## config.mk

```make
export PLATFORM = sky130hd
export DESIGN_NAME = dpram_r1w1_arbiter
export DESIGN_NICKNAME = d
export VERILOG_FILES = /design/src/rtl/dpram_arb_pkg.sv /design/src/rtl/dpram_r1w1_arbiter_rr_grant.sv /design/src/rtl/dpram_r1w1_arbiter.sv
export SDC_FILE = /design/constraint.sdc
export NUM_CORES = 1
export LEC_CHECK = 0
export CELL_PAD_IN_SITES_DETAIL_PLACEMENT = 1
export CELL_PAD_IN_SITES_GLOBAL_PLACEMENT = 1
export CORE_AREA = 2 2 108 110
export DETAILED_ROUTE_END_ITERATION = 12
export DIE_AREA = 0 0 110 112
export PLACE_DENSITY = 0.95
export SLEW_MARGIN = 15
export SYNTH_ARGS = -nofsm -noshare
export SYNTH_HDL_FRONTEND = slang
export SYNTH_HIERARCHICAL = 1
export SYNTH_SLANG_ARGS = --single-unit
```

## constraint.sdc

```tcl
create_clock -name clk -period 6.25 [get_ports clk]
set_clock_uncertainty 0.2 [all_clocks]
set_input_delay 0.625 -clock clk [delete_from_list [all_inputs] [get_ports clk]]
set_output_delay 0.625 -clock clk [all_outputs]
set_load 0.03 [all_outputs]
```

## src/rtl/dpram_arb_pkg.sv

```systemverilog
// Shared types for the dual-port RAM port arbiter.
// DPRAM_ARB_RSPREG_EN adds a response register stage (read latency 3 instead of 2).
package dpram_arb_pkg;

  typedef enum logic {OPEN = 1'b0, LOCKED = 1'b1} lock_e;

`ifdef DPRAM_ARB_RSPREG_EN
  localparam int RD_LATENCY = 3;
`else
  localparam int RD_LATENCY = 2;
`endif

  // Wide enough for the largest supported requester count (8)
  localparam int IDX_W = 3;

  typedef struct packed {
    logic [IDX_W-1:0] idx;
    logic             is_read;
  } tag_t;

endpackage

```

## src/rtl/dpram_r1w1_arbiter_rr_grant.sv

```systemverilog
// Combinational round-robin picker: first set bit of valid at or after ptr.
module rr_grant #(
  parameter int N  = 4,
  parameter int IW = 2
) (
  input  logic [N-1:0]  valid,
  input  logic [IW-1:0] ptr,
  output logic [N-1:0]  grant,
  output logic [IW-1:0] idx,
  output logic          any
);

  always_comb begin
    int s;
    logic [IW-1:0] j;
    grant = '0;
    idx   = '0;
    any   = 1'b0;
    s     = 0;
    j     = '0;
    for (int k = 0; k < N; k++) begin
      s = int'(ptr) + k;
      if (s >= N) s = s - N;
      j = IW'(s);
      if (!any && valid[j]) begin
        grant[j] = 1'b1;
        idx      = j;
        any      = 1'b1;
      end
    end
  end

endmodule

```

## src/rtl/dpram_r1w1_arbiter.sv

```systemverilog
// Round-robin arbiter with lock sharing one RAM port among NREQ requesters.
// DPRAM_ARB_RSPREG_EN registers rsp_valid/rsp_data after ram_read.
module dpram_r1w1_arbiter
  import dpram_arb_pkg::*;
#(
  parameter int ADDR_W = 12,
  parameter int DATA_W = 16,
  parameter int NREQ   = 4
) (
  input  logic                     clk,
  input  logic                     reset,
  input  logic [NREQ-1:0]          req_valid,
  output logic [NREQ-1:0]          req_ready,
  input  logic [NREQ-1:0]          req_we,
  input  logic [NREQ-1:0]          req_lock,
  input  logic [NREQ*ADDR_W-1:0]   req_addr,
  input  logic [NREQ*DATA_W-1:0]   req_wdata,
  output logic [NREQ-1:0]          rsp_valid,
  output logic [DATA_W-1:0]        rsp_data,
  output logic                     ram_ce,
  output logic                     ram_we,
  output logic [ADDR_W-1:0]        ram_addr,
  output logic [DATA_W-1:0]        ram_write,
  input  logic [DATA_W-1:0]        ram_read
);

  localparam int PW = (NREQ > 1) ? $clog2(NREQ) : 1;

  lock_e           lock_st;
  logic [PW-1:0]   rr_ptr, lock_idx, gnt_idx, ptr_next;
  logic [NREQ-1:0] gnt_valid, gnt;
  logic            hs;

  logic              sel_we, sel_lock;
  logic [ADDR_W-1:0] sel_addr;
  logic [DATA_W-1:0] sel_wdata;

  // While locked only the holder is visible to the picker
  always_comb begin
    gnt_valid = req_valid;
    if (lock_st == LOCKED) gnt_valid = req_valid & (NREQ'(1) << lock_idx);
  end

  rr_grant #(.N(NREQ), .IW(PW)) u_grant (
    .valid (gnt_valid),
    .ptr   (rr_ptr),
    .grant (gnt),
    .idx   (gnt_idx),
    .any   (hs)
  );

  assign req_ready = gnt;
  assign ptr_next  = (gnt_idx == PW'(NREQ - 1)) ? '0 : gnt_idx + 1'b1;

  always_comb begin
    sel_we    = 1'b0;
    sel_lock  = 1'b0;
    sel_addr  = '0;
    sel_wdata = '0;
    for (int i = 0; i < NREQ; i++) begin
      if (gnt[i]) begin
        sel_we    = req_we[i];
        sel_lock  = req_lock[i];
        sel_addr  = req_addr[i*ADDR_W +: ADDR_W];
        sel_wdata = req_wdata[i*DATA_W +: DATA_W];
      end
    end
  end

  always_ff @(posedge clk or posedge reset) begin
    if (reset) begin
      rr_ptr   <= '0;
      lock_st  <= OPEN;
      lock_idx <= '0;
    end else if (hs) begin
      if (sel_lock) begin
        lock_st  <= LOCKED;
        lock_idx <= gnt_idx;
      end else begin
        lock_st <= OPEN;
        rr_ptr  <= ptr_next;
      end
    end else if (lock_st == LOCKED && !req_valid[lock_idx]) begin
      lock_st <= OPEN;
    end
  end

  // tag_pipe[0] aligns with ram_* (N+1), tag_pipe[1] with ram_read (N+2)
  tag_t tag_pipe [2];

  always_ff @(posedge clk or posedge reset) begin
    if (reset) begin
      ram_ce      <= 1'b0;
      ram_we      <= 1'b0;
      ram_addr    <= '0;
      ram_write   <= '0;
      tag_pipe[0] <= '0;
      tag_pipe[1] <= '0;
    end else begin
      ram_ce <= hs;
      ram_we <= hs & sel_we;
      if (hs) begin
        ram_addr  <= sel_addr;
        ram_write <= sel_wdata;
      end
      tag_pipe[0] <= '{idx: IDX_W'(gnt_idx), is_read: hs & ~sel_we};
      tag_pipe[1] <= tag_pipe[0];
    end
  end

  logic [NREQ-1:0] rsp_hit;

  always_comb begin
    rsp_hit = '0;
    for (int i = 0; i < NREQ; i++)
      rsp_hit[i] = tag_pipe[1].is_read && (tag_pipe[1].idx == IDX_W'(i));
  end

`ifdef DPRAM_ARB_RSPREG_EN
  always_ff @(posedge clk or posedge reset) begin
    if (reset) begin
      rsp_valid <= '0;
      rsp_data  <= '0;
    end else begin
      rsp_valid <= rsp_hit;
      rsp_data  <= ram_read;
    end
  end
`else
  assign rsp_valid = rsp_hit;
  assign rsp_data  = ram_read;
`endif

endmodule
```

==> metrics.md, run 1 <==
| Metric | Value |
|---|---|
| CTS tree | yes |
| WL/cell | 18.29 um |
| Most frequent cells in the layout | clkdlybuf4s50_1 (163), dfrtp_1 (41), nor2_1 (33) |
| DP HPWL | a little over 8000 um |
| Max FO, Critical Path | 31 |
| Crit share post-route | 0.7526 |
| Cell variety after synth | 43 |
| Slew HR | 0.3920 |
| Cell area after synthesis | 2958 um2 |
| Overall routed net length | about 11000 um |
| Final setup vio count | 0 |
| Power Density | 708.5 nW/um2 |
| Post-layout util | 0.4216 |
| Share of layout cells above drive strength 1 | 0.04957 |
| Fill cells | between 1000 and 1500 |
| Post-route worst setup slack | 1546 ps |
| Die area | 12320 um2 |
| Avg Cell Area, Syn | 8.803 um2 |
| Layout Nets | between 600 and 700 |
| Worst setup SP type | flop |
| Fmax | roughly 210 MHz |
| Pre-CTS setup slack | 1583 ps |
| Die height | 112 um |
| 1st-iter DRT viols | 135 |
| Primary FF master, synth | dfrtp_1 |
| P_int | 1687 uW |
| Synth Instances | 336 |
| Root Driver | clkbuf_16 |
| Reg2reg start | rr_ptr[0] |
| DRC viols | 0 |
| WP data required | 5420 ps |
| Core area | 11170 um2 |
| H-tree depth | 2 |
| Most common cell after layout, fill and taps aside | clkdlybuf4s50_1 |
| Clock Pin Slew Worst Setup and Hold Paths | 60 ps |
| Initial antenna violation count | 0 |
| Vias in the first global route | 3378 |
| Syn nets | 484 |
| Clk buf depth | 2 |
| All-Layer GR Usage | 0.1789 |
| Post-synthesis register bit count | 41 |
| Post-CTS Setup Bufs | 0 |
| Clock network power share | 0.075 |
| Setup_tns | 0 ps |
| Seq pwr share | 0.163 |
| Switching pwr | 1650 uW |
| Inserted Clock Buffers | 5 |
| Die width | 110 um |
| Max_cap viols | 0 |
| Asr flop ratio synth | 1.000 |
| Worst min path class | flop to flop |
| Hold buffers post-CTS | 0 |
| Site row count | 39 |
| Worst-Margin Slew | 910.7 ps |
| Comb power frac | 0.762 |
| Initial core utilization | 0.2647 |
| Worst-Skew Late Latency | 270 ps |
| Vias per inst | 5.194 |
| Power, Total | between 3000 and 4000 uW |
| Setup CP Type | flop to output pin |
| Routed Antenna Nets | 0 |
| Hold Startpoint | tag_pipe[5] |
| TritonRoute pass-1 iters | 4 |
| Total clock sinks | 41 |
| Worst setup path startpoint | rr_ptr[0] |
| Min Clock Period, post-route | roughly 4700 ps |
| VDD IR-drop max | around 0.26 mV |
| RSZ-0062 raised after global routing | false |
| Fin. max-slew vios | 0 |
| Hold Violations, Final | 0 |
| PostCTS Resize Cnt | 0 |
| Worst setup EP type | output pin |
| Sw Ratio | 0.4945 |
| Gpl congestion | ~0.81 |
| Port bufs | about 160 |
| Ports | 196 |
| Area grow syn2layout | 59.26% |
| Ys Warns | 6 |
| Number of synthesized flops with an enable pin | 0 |
| Status | finished clean |
| Worst EP arrival | 3880 ps |
| Seq/Total Area, Yosys | 0.3469 |
| Leakage | 0.001878 uW |
| GRT overflow | 0 |
| N_diodes | 0 |
| First-pass GRT wire length | ~17000 um |
| Largest net degree at the start of global routing | 63 |
| Routed via count | between 3000 and 4000 |
-- metrics by stage --
stage / area [um2] / hold slack, ps / cells
global route: 4711 / 155.3 / 607
finish: 4711 / 146.9 / 607
floorplan: 2958 / 131.2 / 336
global placement: 4564 / 134.0 / 599
CTS: 4706 / 149.3 / 607
detailed placement: 4569 / 136.2 / 599
-- cell usage after synthesis (all sizes together), types with 2 or more instances --
library cell,count,area (um2)
buf,25,178.9
a22oi,10,75.07
mux4,5,120.1
inv,22,82.58
dfrtp,41,1026
o21ai,8,43.79
nor2b,3,18.77
and3b,2,17.52
a21oi,5,25.02
a31oi,27,168.9
a21boi,3,22.52
a211o,27,236.5
ha,6,75.07
nand2,32,120.1
clkinv,12,45.04
mux2,6,67.56
clkbuf,21,78.83
and2,2,12.51
nand2b,4,25.02
nor2,33,123.9
a221oi,27,236.5
-- power by group through the flow --
stage               logic [uW]  registers (uW)  clock network [uW]
finish                    2540             543                 250
global route              2790             566                 269
global placement          2420             538                   0
detailed placement        2560             548                   0
floorplan                 1670             700                   0
CTS                       2570             544                 259
-- area by class of cell --
type,count,area (um2),area share
Tap cell,143,178.9,0.03798
Sequential cell,41,1026,0.2178
Inverter,34,127.6,0.02709
Timing Repair Buffer,166,1654,0.3511
Clock buffer,8,136.4,0.02895
Multi-Input combinational cell,215,1588,0.3371
-- final timing paths --
kind                                 to  slack [ps]  cells after the start
max reg2reg                   rr_ptr[0]        1970                     10
min                         tag_pipe[1]         150                      0
max in group asynchronous  ram_write[7]        4610                      2
min reg2reg                 tag_pipe[1]         150                      0
max                        req_ready[2]        1550                      7
min in group asynchronous  ram_write[0]         680                      2
-- cell families after synthesis --
group                    after synthesis  share of synthesized area
AND/OR/NAND/NOR                       83                     0.1311
adder cells (fa/ha/maj)                6                    0.02538
buffers and inverters                 80                     0.1303
AO/OA/AOI/OAI                        114                     0.2995
flip-flops                            41                     0.3469
multiplexers                          12                    0.06683
-- per-layer routing --
layer | GRT usage | part of all wire | up-vias
met5 | 0 | 0 | -
met1 | 0.1926 | 0.37 | 1531
met3 | 0.05972 | 0.089 | 21
li1 | - | - | 1466
met4 | 0.05485 | 0.019 | 0
met2 | 0.3243 | 0.52 | 135
-- state kept, by name (all words and copies together), names as in the netlist --
name / flops
ram_ce: 1
ram_addr: 12
rr_ptr: 2
tag_pipe: 6
lock_idx: 2
ram_we: 1
lock_st: 1
ram_write: 16
-- worst max-delay path: stages, from the launching register on --
cell and delay [ps]:
dfrtp_1 680, inv_1 140, ha_1 400, mux4_2 450, and2b_2 310, a22oi_1 100
o21ai_4 690, clkdlybuf4s50_1 820
No activity file was read; power rests on OpenSTA's default activity.
==> run 2: changes to the inputs <==
CORE_AREA = 2 2 117 119   (was 2 2 108 110)
DIE_AREA = 0 0 119 121   (was 0 0 110 112)
PLACE_DENSITY = 0.88   (was 0.95)
clock period = 4 ns   (was 6.25 ns; I/O delays follow)
==> metrics.md, run 2 (synthesized netlist as in run 1, its figures left out) <==
| Metric | Value |
|---|---|
| First-pass GRT wire length | 17660 um (+1.9%) |
| Routed Antenna Nets | 0 (unchanged) |
| RSZ-0062 raised after global routing | false |
| Die width | 119 um (+8.2%) |
| Fin. max-slew vios | 0 (unchanged) |
| Hold Violations, Final | 0 (unchanged) |
| Reg2reg end | lock_idx[0] |
| Sequential cell area | 1026 um2 (unchanged) |
| Largest net degree at the start of global routing | 60 (-4.8%) |
| Worst path max stage delay | 760 ps (-60 ps) |
| Final setup vio count | 0 (unchanged) |
| Setup CP Type | flop to output pin |
| Vias per inst | 4.826 (-7.1%) |
| Wire length on met3 | 760 um (-23%) |
| Crit share post-route | 0.9516 |
| Cell family with most CP delay | buffers and inverters |
| Worst path bufs/invs | 1 (-1) |
| Biggest regs | ram_write: 16 flops, ram_addr: 12 flops, tag_pipe: 6 flops |
| Gpl congestion | 0.8389 (+3.0%) |
| Inserted Clock Buffers | 5 (unchanged) |
| Largest register by flop count | ram_write |
| Worst-Skew Late Latency | 280 ps (about the same) |
| Routed via count | 3127 (-0.82%) |
| Slowest CP cell | clkdlybuf4s50_1 |
| Total clock sinks | 41 (unchanged) |
| Reg-to-reg slack, setup | 400 ps (-1570 ps) |
| Slew HR | 0.3862 (-0.005778) |
| Max Used Layer | met4 |
| GRT overflow | 0 (unchanged) |
| R2r worst-path depth | 10 (unchanged) |
| Min Clock Period, post-route | approximately 3800 ps |
| TritonRoute pass-1 iters | 4 (unchanged) |
| Worst EP arrival | 3210 ps (-670 ps) |
| WP data required | 3400 ps (-2020 ps) |
| DRC viols | 0 (unchanged) |
| All-Layer GR Usage | 0.1542 (-0.02468) |
| Power Density | 1112 nW/um2 (+57%) |
| Max FO, Critical Path | 10 (-68%) |
| Leakage | 0.001933 uW (+3.0%) |
| Setup_tns | 0 ps (unchanged) |
| Hold buffers post-CTS | 0 (unchanged) |
| Port bufs | 163 (unchanged) |
| Status | finished clean |
| WL/cell | 17.22 um (-5.8%) |
| Worst path cell trace | o21ai_0 -> and2_1 -> mux4_2 -> nor4b_4 -> a22oi_1 -> o21ai_4 -> clkdlybuf4s50_1 |
| Post-layout util | 0.3692 (-0.05237) |
| Clock Pin Slew Worst Setup and Hold Paths | 70 ps (about the same) |
| Footprint of the multi-input gates | 1578 um2 (-0.63%) |
| WL met1 | 4372 um (+6.0%) |
| Root Driver | clkbuf_16 |
| H-tree depth | 2 (unchanged) |
| Met2 routed WL | 5833 um (+1.1%) |
| Die height | 121 um (+8.0%) |
| Fmax | around 260 MHz |
| Share of layout cells above drive strength 1 | 0.07627 (+0.02670) |
| DP HPWL | 8748 um (+6.5%) |
| Reg2reg start | lock_idx[0] |
| Hold slack | 146.8 ps (-0.1100 ps) |
| CTS tree | yes |
| Hold EP | tag_pipe[2] |
| Ports | 196 (unchanged) |
| Die area | 14400 um2 (+17%) |
| Layout Nets | 619 (+1.3%) |
| Site row count | 42 (+7.7%) |
| Initial antenna violation count | 0 (unchanged) |
| Fill cells | 1519 (+16%) |
| Max reg flops | 16 (unchanged) |
| Hold Startpoint | tag_pipe[6] |
| Core area | 13090 um2 (+17%) |
| Max_cap viols | 0 (unchanged) |
| Worst setup EP type | output pin |
| VDD IR-drop max | 0.3470 mV (+32%) |
| Most common cell after layout, fill and taps aside | clkdlybuf4s50_1 |
| Hold depth | 0 (unchanged) |
| Area grow syn2layout | 63.32% |
| Most frequent cells in the layout | clkdlybuf4s50_1 (161), dfrtp_1 (41), nor2_1 (33) |
| Overall routed net length | 11160 um (+0.53%) |
| Initial core utilization | 0.2260 (-0.03865) |
| Worst-Margin Slew | 920.7 ps (+9.994 ps) |
| N_diodes | 0 (unchanged) |
| Worst setup SP type | flop |
| 1st-iter DRT viols | 113 (-16%) |
| Clk buf depth | 2 (unchanged) |
| Worst min path class | flop to flop |
| Vias in the first global route | 3477 (+2.9%) |
run 2: cell count changes in the layout (fill, tap and decap cells not counted):
cell	before	now
clkbuf_1	3	0
nand2b_4	1	0
buf_4	3	12
clkinv_2	0	1
clkdlybuf4s50_1	163	161
buf_12	0	1
nor2b_4	1	0
clkbuf_8	0	2
a21boi_1	0	3
a21boi_0	3	0
nor2b_2	0	1
nand2b_2	0	1
run 2: repair_timing:
action | 4_1_cts | 5_1_grt
buffers inserted | 0 | 0
endpoints found under the setup margin | 0 | 2
gates resized for setup | 0 | 3
run 2: metal layers:
| metal | track usage | vias up |
|---|---|---|
| li1 | - | 1484 |
| met1 | 0.1644 | 1512 |
| met2 | 0.2913 | 114 |
| met3 | 0.04934 | 17 |
| met4 | 0.04167 | 0 |
| met5 | 0 | - |
run 2: how the worst max path moves through the flow:
stage	depth (start not counted)	slack [ps]	from	endpoint
6_report	7	190	lock_idx[0]	req_ready[3]
5_1_grt	7	30	lock_idx[0]	req_ready[3]
4_1_cts	7	150	lock_idx[0]	req_ready[3]
3_5_place_dp	10	50	req_valid[2]	lock_idx[1]
3_3_place_gp	10	310	req_valid[2]	lock_idx[0]
2_1_floorplan	12	1	rr_ptr[0]	lock_idx[0]
run 2: power breakdown:
group	total, uW	internal (uW)	leakage [uW]	switching, uW
Clock	426	264	0.0000799	161
Combinational	4140	1800	0.00136	2340
Sequential	802	684	0.000498	119
Total	5370	2750	0.00193	2620
run 2: through the flow:
step / worst slack [ps] / total power [uW] / area, um2 / std cells
floorplan: 1.221 / 3710 / 2958 / 336
global placement: 308.1 / 4794 / 4673 / 640
detailed placement: 53.80 / 5011 / 4673 / 640
CTS: 147.8 / 5457 / 4831 / 648
global route: 32.30 / 5861 / 4831 / 648
finish: 193.4 / 5372 / 4831 / 648
run 2: area by class of cell:
cell class                 count  area share
clock buffer                   7     0.03160
clock inverter                 1    0.001036
inverter                      34     0.02642
multi-input combinational    215      0.3266
sequential                    41      0.2124
tap                          176     0.04558
timing repair buffer         174      0.3564
run 2: worst reg2reg max path: stages, from the launching register on:
cell and delay (ps):
dfrtp_1 430, o21ai_0 120, and2_1 210, mux4_2 600
nor4b_4 440, a22oi_1 180, o21ai_4 140, and3b_1 240
a2111oi_4 450, nor2_1 140, mux2_1 330
